[config.mk]
export PLATFORM = sky130hd
export DESIGN_NAME = morse_stream_decoder
export DESIGN_NICKNAME = d
export VERILOG_FILES = /design/src/rtl/morse_stream_decoder.sv
export SDC_FILE = /design/constraint.sdc
export NUM_CORES = 1
export LEC_CHECK = 0
export CORE_ASPECT_RATIO = 0.8
export CORE_UTILIZATION = 66
export CTS_CLUSTER_SIZE = 10
export DETAILED_ROUTE_END_ITERATION = 8
export PLACE_DENSITY = 0.95
export SLEW_MARGIN = 25
export SYNTH_ARGS = -nofsm -noshare
export SYNTH_HDL_FRONTEND = slang
export SYNTH_SLANG_ARGS = --single-unit
[constraint.sdc]
create_clock -name clk -period 7.1 [get_ports clk]
set_clock_uncertainty 0.1 [all_clocks]
set_input_delay 2.13 -clock clk [delete_from_list [all_inputs] [get_ports clk]]
set_output_delay 2.13 -clock clk [all_outputs]
set_load 0.03 [all_outputs]
[src/rtl/morse_stream_decoder.sv]
// Morse key decoder: times presses and gaps in ticks,
// turns letters into 6-bit codes on a valid/ack port.
module morse_stream_decoder #(
  parameter int CNT_W      = 8,
  parameter int DASH_TICKS = 3,
  parameter int LETTER_GAP = 3,
  parameter int WORD_GAP   = 7,
  parameter int MAX_ELEM   = 5
) (
  input  logic       clk,
  input  logic       reset,
  input  logic       tick,
  input  logic       btn,
  input  logic       ack,
  output logic [5:0] code,
  output logic       valid,
  output logic       overflow
);

  localparam int LW = $clog2(MAX_ELEM + 2);
  localparam logic [CNT_W-1:0] CMAX = '1;
  localparam logic [CNT_W-1:0] DT = CNT_W'(DASH_TICKS);
  localparam logic [CNT_W-1:0] LG = CNT_W'(LETTER_GAP);
  localparam logic [CNT_W-1:0] WG = CNT_W'(WORD_GAP);
  localparam logic [LW-1:0] LMAX = LW'(MAX_ELEM + 1);

  typedef enum logic [1:0] {
    IDLE, PRESS, GAP, WORD
  } state_t;

  state_t state, state_n;
  logic [CNT_W-1:0] press_cnt, press_n;
  logic [CNT_W-1:0] gap_cnt, gap_n, gap_inc;
  logic [MAX_ELEM-1:0] elems, elems_n;
  logic [LW-1:0] len, len_n;
  logic emit;
  logic [5:0] emit_code;
  logic [5:0] code_n;
  logic valid_n, ovf_n;

  // pattern p holds the first element in bit n-1
  function automatic logic [5:0] decode(
    input logic [LW-1:0] n,
    input logic [4:0] p
  );
    logic [5:0] c;
    c = 6'd63;
    case (n)
      LW'(1): c = p[0] ? 6'd20 : 6'd5;
      LW'(2): case (p[1:0])
        2'b00: c = 6'd9;
        2'b01: c = 6'd1;
        2'b10: c = 6'd14;
        default: c = 6'd13;
      endcase
      LW'(3): case (p[2:0])
        3'b000: c = 6'd19;
        3'b001: c = 6'd21;
        3'b010: c = 6'd18;
        3'b011: c = 6'd23;
        3'b100: c = 6'd4;
        3'b101: c = 6'd11;
        3'b110: c = 6'd7;
        default: c = 6'd15;
      endcase
      LW'(4): case (p[3:0])
        4'b0000: c = 6'd8;
        4'b0001: c = 6'd22;
        4'b0010: c = 6'd6;
        4'b0100: c = 6'd12;
        4'b0110: c = 6'd16;
        4'b0111: c = 6'd10;
        4'b1000: c = 6'd2;
        4'b1001: c = 6'd24;
        4'b1010: c = 6'd3;
        4'b1011: c = 6'd25;
        4'b1100: c = 6'd26;
        4'b1101: c = 6'd17;
        default: c = 6'd63;
      endcase
      LW'(5): case (p)
        5'b11111: c = 6'd27;
        5'b01111: c = 6'd28;
        5'b00111: c = 6'd29;
        5'b00011: c = 6'd30;
        5'b00001: c = 6'd31;
        5'b00000: c = 6'd32;
        5'b10000: c = 6'd33;
        5'b11000: c = 6'd34;
        5'b11100: c = 6'd35;
        5'b11110: c = 6'd36;
        default: c = 6'd63;
      endcase
      default: c = 6'd63;
    endcase
    return c;
  endfunction

  assign gap_inc = (gap_cnt == CMAX) ?
    gap_cnt : gap_cnt + CNT_W'(1);

  always_comb begin
    state_n   = state;
    press_n   = press_cnt;
    gap_n     = gap_cnt;
    elems_n   = elems;
    len_n     = len;
    emit      = 1'b0;
    emit_code = '0;
    unique case (state)
      IDLE: if (btn) begin
        state_n = PRESS;
        press_n = '0;
        elems_n = '0;
        len_n   = '0;
      end
      PRESS: if (!btn) begin
        elems_n = {elems[MAX_ELEM-2:0],
                   press_cnt >= DT};
        len_n   = (len == LMAX) ?
                  len : len + LW'(1);
        gap_n   = '0;
        state_n = GAP;
      end else if (tick && press_cnt != CMAX) begin
        press_n = press_cnt + CNT_W'(1);
      end
      GAP: if (btn) begin
        state_n = PRESS;
        press_n = '0;
      end else if (tick) begin
        gap_n = gap_inc;
        if (gap_inc == LG) begin
          emit      = 1'b1;
          emit_code = decode(len, elems[4:0]);
          state_n   = WORD;
        end
      end
      WORD: if (btn) begin
        state_n = PRESS;
        press_n = '0;
        elems_n = '0;
        len_n   = '0;
      end else if (tick) begin
        gap_n = gap_inc;
        if (gap_inc == WG) begin
          emit      = 1'b1;
          emit_code = 6'd37;
          state_n   = IDLE;
        end
      end
      default: state_n = IDLE;
    endcase
  end

  always_comb begin
    code_n  = code;
    valid_n = valid;
    ovf_n   = overflow;
    unique case (1'b1)
      emit && !valid: begin
        code_n  = emit_code;
        valid_n = 1'b1;
      end
      emit && valid && ack: begin
        code_n = emit_code;
        ovf_n  = 1'b0;
      end
      emit && valid && !ack:
        ovf_n = 1'b1;
      !emit && valid && ack: begin
        code_n  = '0;
        valid_n = 1'b0;
        ovf_n   = 1'b0;
      end
      default: ;
    endcase
  end

  always_ff @(posedge clk or posedge reset) begin
    if (reset) begin
      state     <= IDLE;
      press_cnt <= '0;
      gap_cnt   <= '0;
      elems     <= '0;
      len       <= '0;
      code      <= '0;
      valid     <= 1'b0;
      overflow  <= 1'b0;
    end else begin
      state     <= state_n;
      press_cnt <= press_n;
      gap_cnt   <= gap_n;
      elems     <= elems_n;
      len       <= len_n;
      code      <= code_n;
      valid     <= valid_n;
      overflow  <= ovf_n;
    end
  end

endmodule
==> impl_metrics.py, run 1 <==
metrics = {
    "clock_network": {
        "clockRootBuffer": "clkbuf_8",
        "cts_num_sinks": 34,
        "clk_latency_ps": 290,
        "cts_tree": "built",
        "clk_pin_slew_ps": 60,
        "hold_buffers": 0,
        "h-tree-depth": 2,
        "cts.path.max_buffers": 2,
        "postCtsSetupRepairBufs": 0,
        "cts_buffers": 5,
        "post_cts_resized": 0,
    },
    "setup_path": {
        "r2r-start": "elems[0]",
        "cp_top_family": "compound AO/OA/AOI/OAI gates",
        "critical_path.cell_chain": "clkdlybuf4s50_1 > inv_1 > o21ai_0 > a21oi_1 > o21ai_0 > a21o_1",
        "crit_slowest_cell": "a21oi_1",
        "critical_path_class": "primary input to flop",
        "crit_cells": 6,
        "endpoint_kind": "flop",
        "r2r-end": "code[0]",
        "r2r_slack_ps": 4250,
        "max_stage_delay_ps": 630,
        "critPathLaunchType": "primary input",
        "critPathRequiredTime_ps": 7180,
        "path_common_cell": "o21ai_0",
        "cp_max_fo": 11,
        "crit_buf_inv": 2,
        "worstRegToRegCells": 7,
        "crit_arrival_ps": 4170,
    },
    "job": {
        "maxCapViolations": 0,
    },
    "cells_and_area": {
        "drive_gt1_share_pct": 7.837,
        "stdcell_count": 374,
        "fillers": 277,
        "antenna_cells": 0,
        "multi_input_area_sq_mm": 0.001768,
        "synthToLayoutAreaGrowth_pct": 6.733,
        "finalNetCount": 346,
        "seq_area_sq_um": 850.8,
    },
    "logic_synthesis": {
        "synth_compound_area_share_pct": 24.58,
        "synth_nets": 345,
        "netlist_area_sq_mm": 0.002769,
        "synth_adder_area_share_pct": 9.941,
        "synth.top_cell.area_share_pct": 30.73,
        "synth_cell_types": 69,
        "synth.mux.area_fraction_pct": 3.931,
        "yosys_register_bits": 34,
        "synth_common_cells": "dfrtp_1 (34), nor2_1 (28), a21oi_1 (23), nand2_1 (23), ha_1 (22)",
        "yosysSeqAreaShare_pct": 30.73,
        "yosys.area.top_type": "dfrtp_1",
        "synth.avg_cell_area_sq_um": 8.707,
        "synth_simple_gate_area_share_pct": 22.86,
        "synth_ff_type": "dfrtp_1",
        "yosysMostFrequentCell": "dfrtp_1",
        "ys_top_cells_by_area": "dfrtp_1 (31%), ha_1 (9.9%), a21oi_1 (4.2%), nor2_1 (3.8%), nand2_1 (3.1%)",
        "ys_warn_count": 0,
        "synth-async-reset-ratio_pct": 100.0,
        "synth_top_family_by_area": "compound AO/OA/AOI/OAI gates",
        "synth_xor_area_share_pct": 2.531,
        "synth_edf_count": 0,
        "syn_inst": 318,
    },
    "route": {
        "via_count": 2559,
        "routedWlPerCell_um": 16.73,
        "dr.pass1.iters": 5,
        "drc": 0,
        "ant_nets": 0,
        "drtIter0Drc": 415,
        "wl_um": 6257,
        "via_per_inst": 6.842,
    },
    "grt": {
        "grt_start_max_net_pins": 35,
        "grtUsageTotal_pct": 30.32,
        "grt-ovfl-total": 0,
        "grt_pass1_wl_um": 10310,
        "grt_antenna_before_repair": 0,
        "grt_pass1_vias": 2156,
    },
    "pwr": {
        "power_leakage_nw": 1.245,
        "switching_share_pct": 48.05,
        "switchingPower_mw": 0.5583,
        "power_density_mw_per_mm2": 393.2,
        "pwr-share-comb_pct": 58.6,
        "p_clk_share_pct": 11.6,
        "seqPwrFrac_pct": 29.7,
        "max-vdd-ir-drop_mv": 0.2375,
        "p_int_mw": 0.6038,
    },
    "floorplanning": {
        "core_sq_mm": 0.003904,
        "io_pins": 13,
        "fp.dieArea_sq_mm": 0.004460,
        "rows": 20,
        "fp.dieH_um": 59.94,
        "start_util_pct": 70.93,
        "die_w_um": 74.42,
    },
    "placement": {
        "dp.cells": 367,
        "place_congestion": 0.9046,
        "port_buffers": 12,
        "dp_hpwl_um": 4346,
    },
    "sta": {
        "fin_crit_ps": 4089,
        "worstMarginPinSlew_ps": 896.8,
        "setup_viol": 0,
        "timing_hold_violations_final": 0,
        "relSlewSlack_pct": 40.21,
        "fin_setup_tns_ps": 0,
        "fmax_mhz": 244.6,
        "post-route-period-util_pct": 57.59,
        "rsz0062_at_grt": "no",
        "slew_violations": 0,
    },
    "outcome": {
        "status": "finished, final reports clean",
    },
    "min_path": {
        "hold_depth": 1,
        "whs_endpoint": "code[4]",
        "min_path_type": "flop to flop",
        "holdCritStartpoint": "code[4]",
    },
}
[flip-flops by register name (all words and copies together) (netlist names)]
| signal | cells |
|---|---|
| code | 6 |
| elems | 5 |
| gap_cnt | 8 |
| len | 3 |
| overflow | 1 |
| press_cnt | 8 |
| state | 2 |
| valid | 1 |
[layout make-up]
type,count,share of cell area [%]
flip-flops and latches,34,28.79
repair buffers,13,4.318
clock buffers,7,2.583
inverters,17,2.159
multi-input cells,248,59.82
well taps,55,2.329
[power by group through the flow]
stage          Clock (mW)  Combinational, mW  Sequential [mW]
2_1_floorplan           0              0.536            0.315
3_3_place_gp            0              0.635            0.340
3_5_place_dp            0              0.661            0.345
4_1_cts             0.138              0.667            0.341
5_1_grt             0.143              0.748            0.357
6_report            0.135              0.681            0.346
[cells by family after synthesis]
group | count (synthesis)
AOI/OAI and AO/OA | 94
adders and majority gates | 22
buffers and inverters | 36
DFF | 34
muxes | 8
xor gates and xnor gates | 8
and+or+nand+nor | 116
[worst max-delay path by stage]
stage / from / to
detailed placement: btn / state[0]
floorplan: btn / state[0]
finish: btn / gap_cnt[0]
global route: btn / gap_cnt[0]
global placement: btn / state[0]
CTS: btn / state[0]
[cell usage in the layout, fill, tap and decap left out, types with 3 or more instances in the layout]
cell type / netlist / layout
a31o_2: 3 / 3
a21oi_1: 23 / 23
nand2_1: 23 / 23
xnor2_1: 3 / 3
clkbuf_8: 0 / 5
xor2_1: 5 / 5
mux2i_1: 3 / 3
or3_1: 4 / 4
a22o_1: 4 / 4
clkdlybuf4s50_1: 0 / 12
nor4_1: 4 / 4
o21ai_0: 13 / 13
nor2b_1: 4 / 4
nand4_1: 9 / 9
and3_1: 4 / 4
a31oi_1: 5 / 5
a22oi_1: 3 / 3
nand2b_1: 4 / 4
o2bb2ai_1: 5 / 5
nand3_1: 11 / 11
a41oi_1: 3 / 3
a211oi_1: 4 / 4
dfrtp_1: 34 / 34
inv_1: 17 / 17
mux2_2: 3 / 3
and4_1: 4 / 4
nor2_1: 28 / 28
ha_1: 22 / 22
o22ai_1: 4 / 4
nor3_1: 4 / 4
[layer usage]
layer	wire length, um	vias to the layer above	global-route usage, %
li1	-	1195	-
met1	2923	1199	44.87
met2	2704	148	45.30
met3	528	17	4.890
met4	101	0	9.164
met5	0	-	0
[worst register-to-register path, delay by kind of cell (launching register included)]
family / cells / cell delay, ps
flip-flops: 1 / 530
adder cells (fa/ha/maj): 1 / 450
AO/OA/AOI/OAI: 3 / 590
buffers and inverters: 1 / 320
AND/OR/NAND/NOR: 2 / 740
[metrics by stage]
step / utilization [%] / hold WS (ps) / area (sq um) / setup slack (ps) / total power, mW
finish: 75.71 / 393.2 / 2955 / 3011 / 1.162
global route: 75.71 / 416.5 / 2955 / 2826 / 1.248
global placement: 73.75 / 370.8 / 2879 / 2828 / 0.9747
CTS: 75.71 / 396.3 / 2955 / 3029 / 1.145
detailed placement: 73.75 / 378.6 / 2879 / 2759 / 1.005
floorplan: - / 419.0 / 2769 / 3345 / 0.8517
Power figures use the tool's default switching activity.
==> inputs of run 2 (changes only) <==
--- a/config.mk
+++ b/config.mk
@@ -6,10 +6,10 @@
 export NUM_CORES = 1
 export LEC_CHECK = 0
 export CORE_ASPECT_RATIO = 0.8
-export CORE_UTILIZATION = 66
+export CORE_UTILIZATION = 61
 export CTS_CLUSTER_SIZE = 10
 export DETAILED_ROUTE_END_ITERATION = 8
-export PLACE_DENSITY = 0.95
+export PLACE_DENSITY = 0.9
 export SLEW_MARGIN = 25
 export SYNTH_ARGS = -nofsm -noshare
 export SYNTH_HDL_FRONTEND = slang
==> constraint.sdc (replaced) <==
create_clock -name clk -period 4.2 [get_ports clk]
set_clock_uncertainty 0.1 [all_clocks]
set_input_delay 1.26 -clock clk [delete_from_list [all_inputs] [get_ports clk]]
set_output_delay 1.26 -clock clk [all_outputs]
set_load 0.03 [all_outputs]
==> run 2 against run 1 <==
Effect of this change:
- critical path depth unchanged
- die area up 7.9%
- register-to-register slack lost 3000 ps
- critical endpoint is now state[0]
- largest cell class unchanged
==> impl_metrics.py, run 2 (same netlist as run 1, synthesis figures left out) <==
metrics = {
    "route": {
        "dr.pass1.iters": 5,
        "ant_nets": 0,
        "routedWlPerCell_um": 16.37,
        "via_per_inst": 6.698,
        "drc": 0,
        "drtIter0Drc": 321,
        "wl_um": 6189,
        "via_count": 2532,
    },
    "setup_path": {
        "cp_max_fo": 9,
        "critical_path.cell_chain": "clkdlybuf4s50_1 > mux2_2 > a2111o_1 > o31ai_4 > nand2_2 > o311ai_2",
        "critical_path_class": "primary input to flop",
        "critPathRequiredTime_ps": 4290,
        "crit_arrival_ps": 3260,
        "crit_buf_inv": 1,
        "crit_slowest_cell": "clkdlybuf4s50_1",
        "max_stage_delay_ps": 620,
        "endpoint_kind": "flop",
        "cp_top_family": "compound AO/OA/AOI/OAI gates",
        "critPathLaunchType": "primary input",
    },
    "grt": {
        "grt_pass1_vias": 2339,
        "grt_pass1_wl_um": 10930,
        "grt-ovfl-total": 0,
        "grt_antenna_before_repair": 0,
        "grt_start_max_net_pins": 35,
        "grtUsageTotal_pct": 28.11,
    },
    "sta": {
        "fin_crit_ps": 3170,
        "relSlewSlack_pct": 42.05,
        "fmax_mhz": 315.4,
        "fin_setup_tns_ps": 0,
        "slew_violations": 0,
        "timing_hold_violations_final": 0,
        "rsz0062_at_grt": "no",
        "worstMarginPinSlew_ps": 869.2,
        "setup_viol": 0,
        "post-route-period-util_pct": 75.48,
    },
    "floorplanning": {
        "fp.dieArea_sq_mm": 0.004814,
        "start_util_pct": 65.05,
        "core_sq_mm": 0.004257,
        "fp.dieH_um": 62.26,
        "rows": 21,
        "die_w_um": 77.33,
        "io_pins": 13,
    },
    "cells_and_area": {
        "antenna_cells": 0,
        "top_regs": "gap_cnt: 8 flops, press_cnt: 8 flops, code: 6 flops",
        "synthToLayoutAreaGrowth_pct": 7.637,
        "drive_gt1_share_pct": 8.723,
        "fillers": 351,
        "fin_area_sq_mm": 0.002980,
        "finalNetCount": 347,
        "seq_area_sq_um": 850.8,
        "final_common_cell": "dfrtp_1",
        "final_util_pct": 70.02,
        "most-common-layout-cells": "dfrtp_1 (34), nor2_1 (28), nand2_1 (23), a21oi_1 (23), ha_1 (22)",
        "multi_input_area_sq_mm": 0.001768,
    },
    "placement": {
        "place_area_sq_mm": 0.002889,
        "dp_hpwl_um": 4371,
        "port_buffers": 12,
        "place_congestion": 0.9331,
    },
    "pwr": {
        "max-vdd-ir-drop_mv": 0.3406,
        "power_density_mw_per_mm2": 668.5,
        "power_leakage_nw": 1.260,
        "p_total_mw": 1.992,
    },
    "min_path": {
        "min_path_type": "flop to flop",
    },
    "clock_network": {
        "hold_buffers": 0,
        "post_cts_resized": 0,
        "cts_buffers": 5,
        "cts_num_sinks": 34,
        "postCtsSetupRepairBufs": 0,
        "clockRootBuffer": "clkbuf_8",
        "h-tree-depth": 2,
        "cts_tree": "built",
        "cts.path.max_buffers": 2,
        "clk_latency_ps": 290,
        "clk_pin_slew_ps": 70,
    },
    "outcome": {
        "status": "finished, final reports clean",
    },
    "job": {
        "maxCapViolations": 0,
    },
}
==> run 2: routing by layer <==
metal / track usage, % / up-vias / part of all wire, %
met5: 0 / - / 0
met4: 8.962 / 0 / 1.3
met3: 6.471 / 13 / 7.2
met2: 42.81 / 132 / 43
met1: 39.49 / 1194 / 48
li1: - / 1193 / -
==> run 2: report_power, final <==
group / internal [mW] / switching [mW] / leakage [nW]
registers: 0.404 / 0.179 / 0.461
logic: 0.509 / 0.650 / 0.751
clock network: 0.132 / 0.118 / 0.0482
total: 1.05 / 0.947 / 1.26
==> run 2: final timing paths <==
path | from | endpoint | slack [ps] | cells after the start
setup / recovery | btn | state[0] | 1030 | 6
hold / removal | code[3] | code[3] | 390 | 1
setup reg to reg | elems[0] | code[3] | 1280 | 7
hold reg to reg | code[3] | code[3] | 390 | 1
max in group asynchronous | reset | code[4] | 2420 | 3
min in group asynchronous | reset | press_cnt[6] | 1260 | 3
==> run 2: worst register-to-register path: cells and delay by family (launching register included) <==
family                     cells  cell delay [ps]
AOI/OAI and AO/OA              4             1070
DFF                            1              530
and+or+nand+nor                1              460
buffers and inverters          1              320
adders and majority gates      1              310
==> run 2: layout make-up <==
type,count,area share (%)
clock inverters,1,0.1679
flip-flops and latches,34,28.55
clock buffers,7,2.897
multi-input cells,248,59.32
repair buffers,14,4.534
well taps,57,2.393
inverters,17,2.141
==> run 2: per-stage QoR <==
stage,instances,hold slack [ps],setup WS (ps)
2_1_floorplan,318,419.0,1315
3_3_place_gp,370,373.7,799.0
3_5_place_dp,370,373.2,696.3
4_1_cts,378,392.4,1023
5_1_grt,378,402.4,904.8
6_report,378,387.7,1030
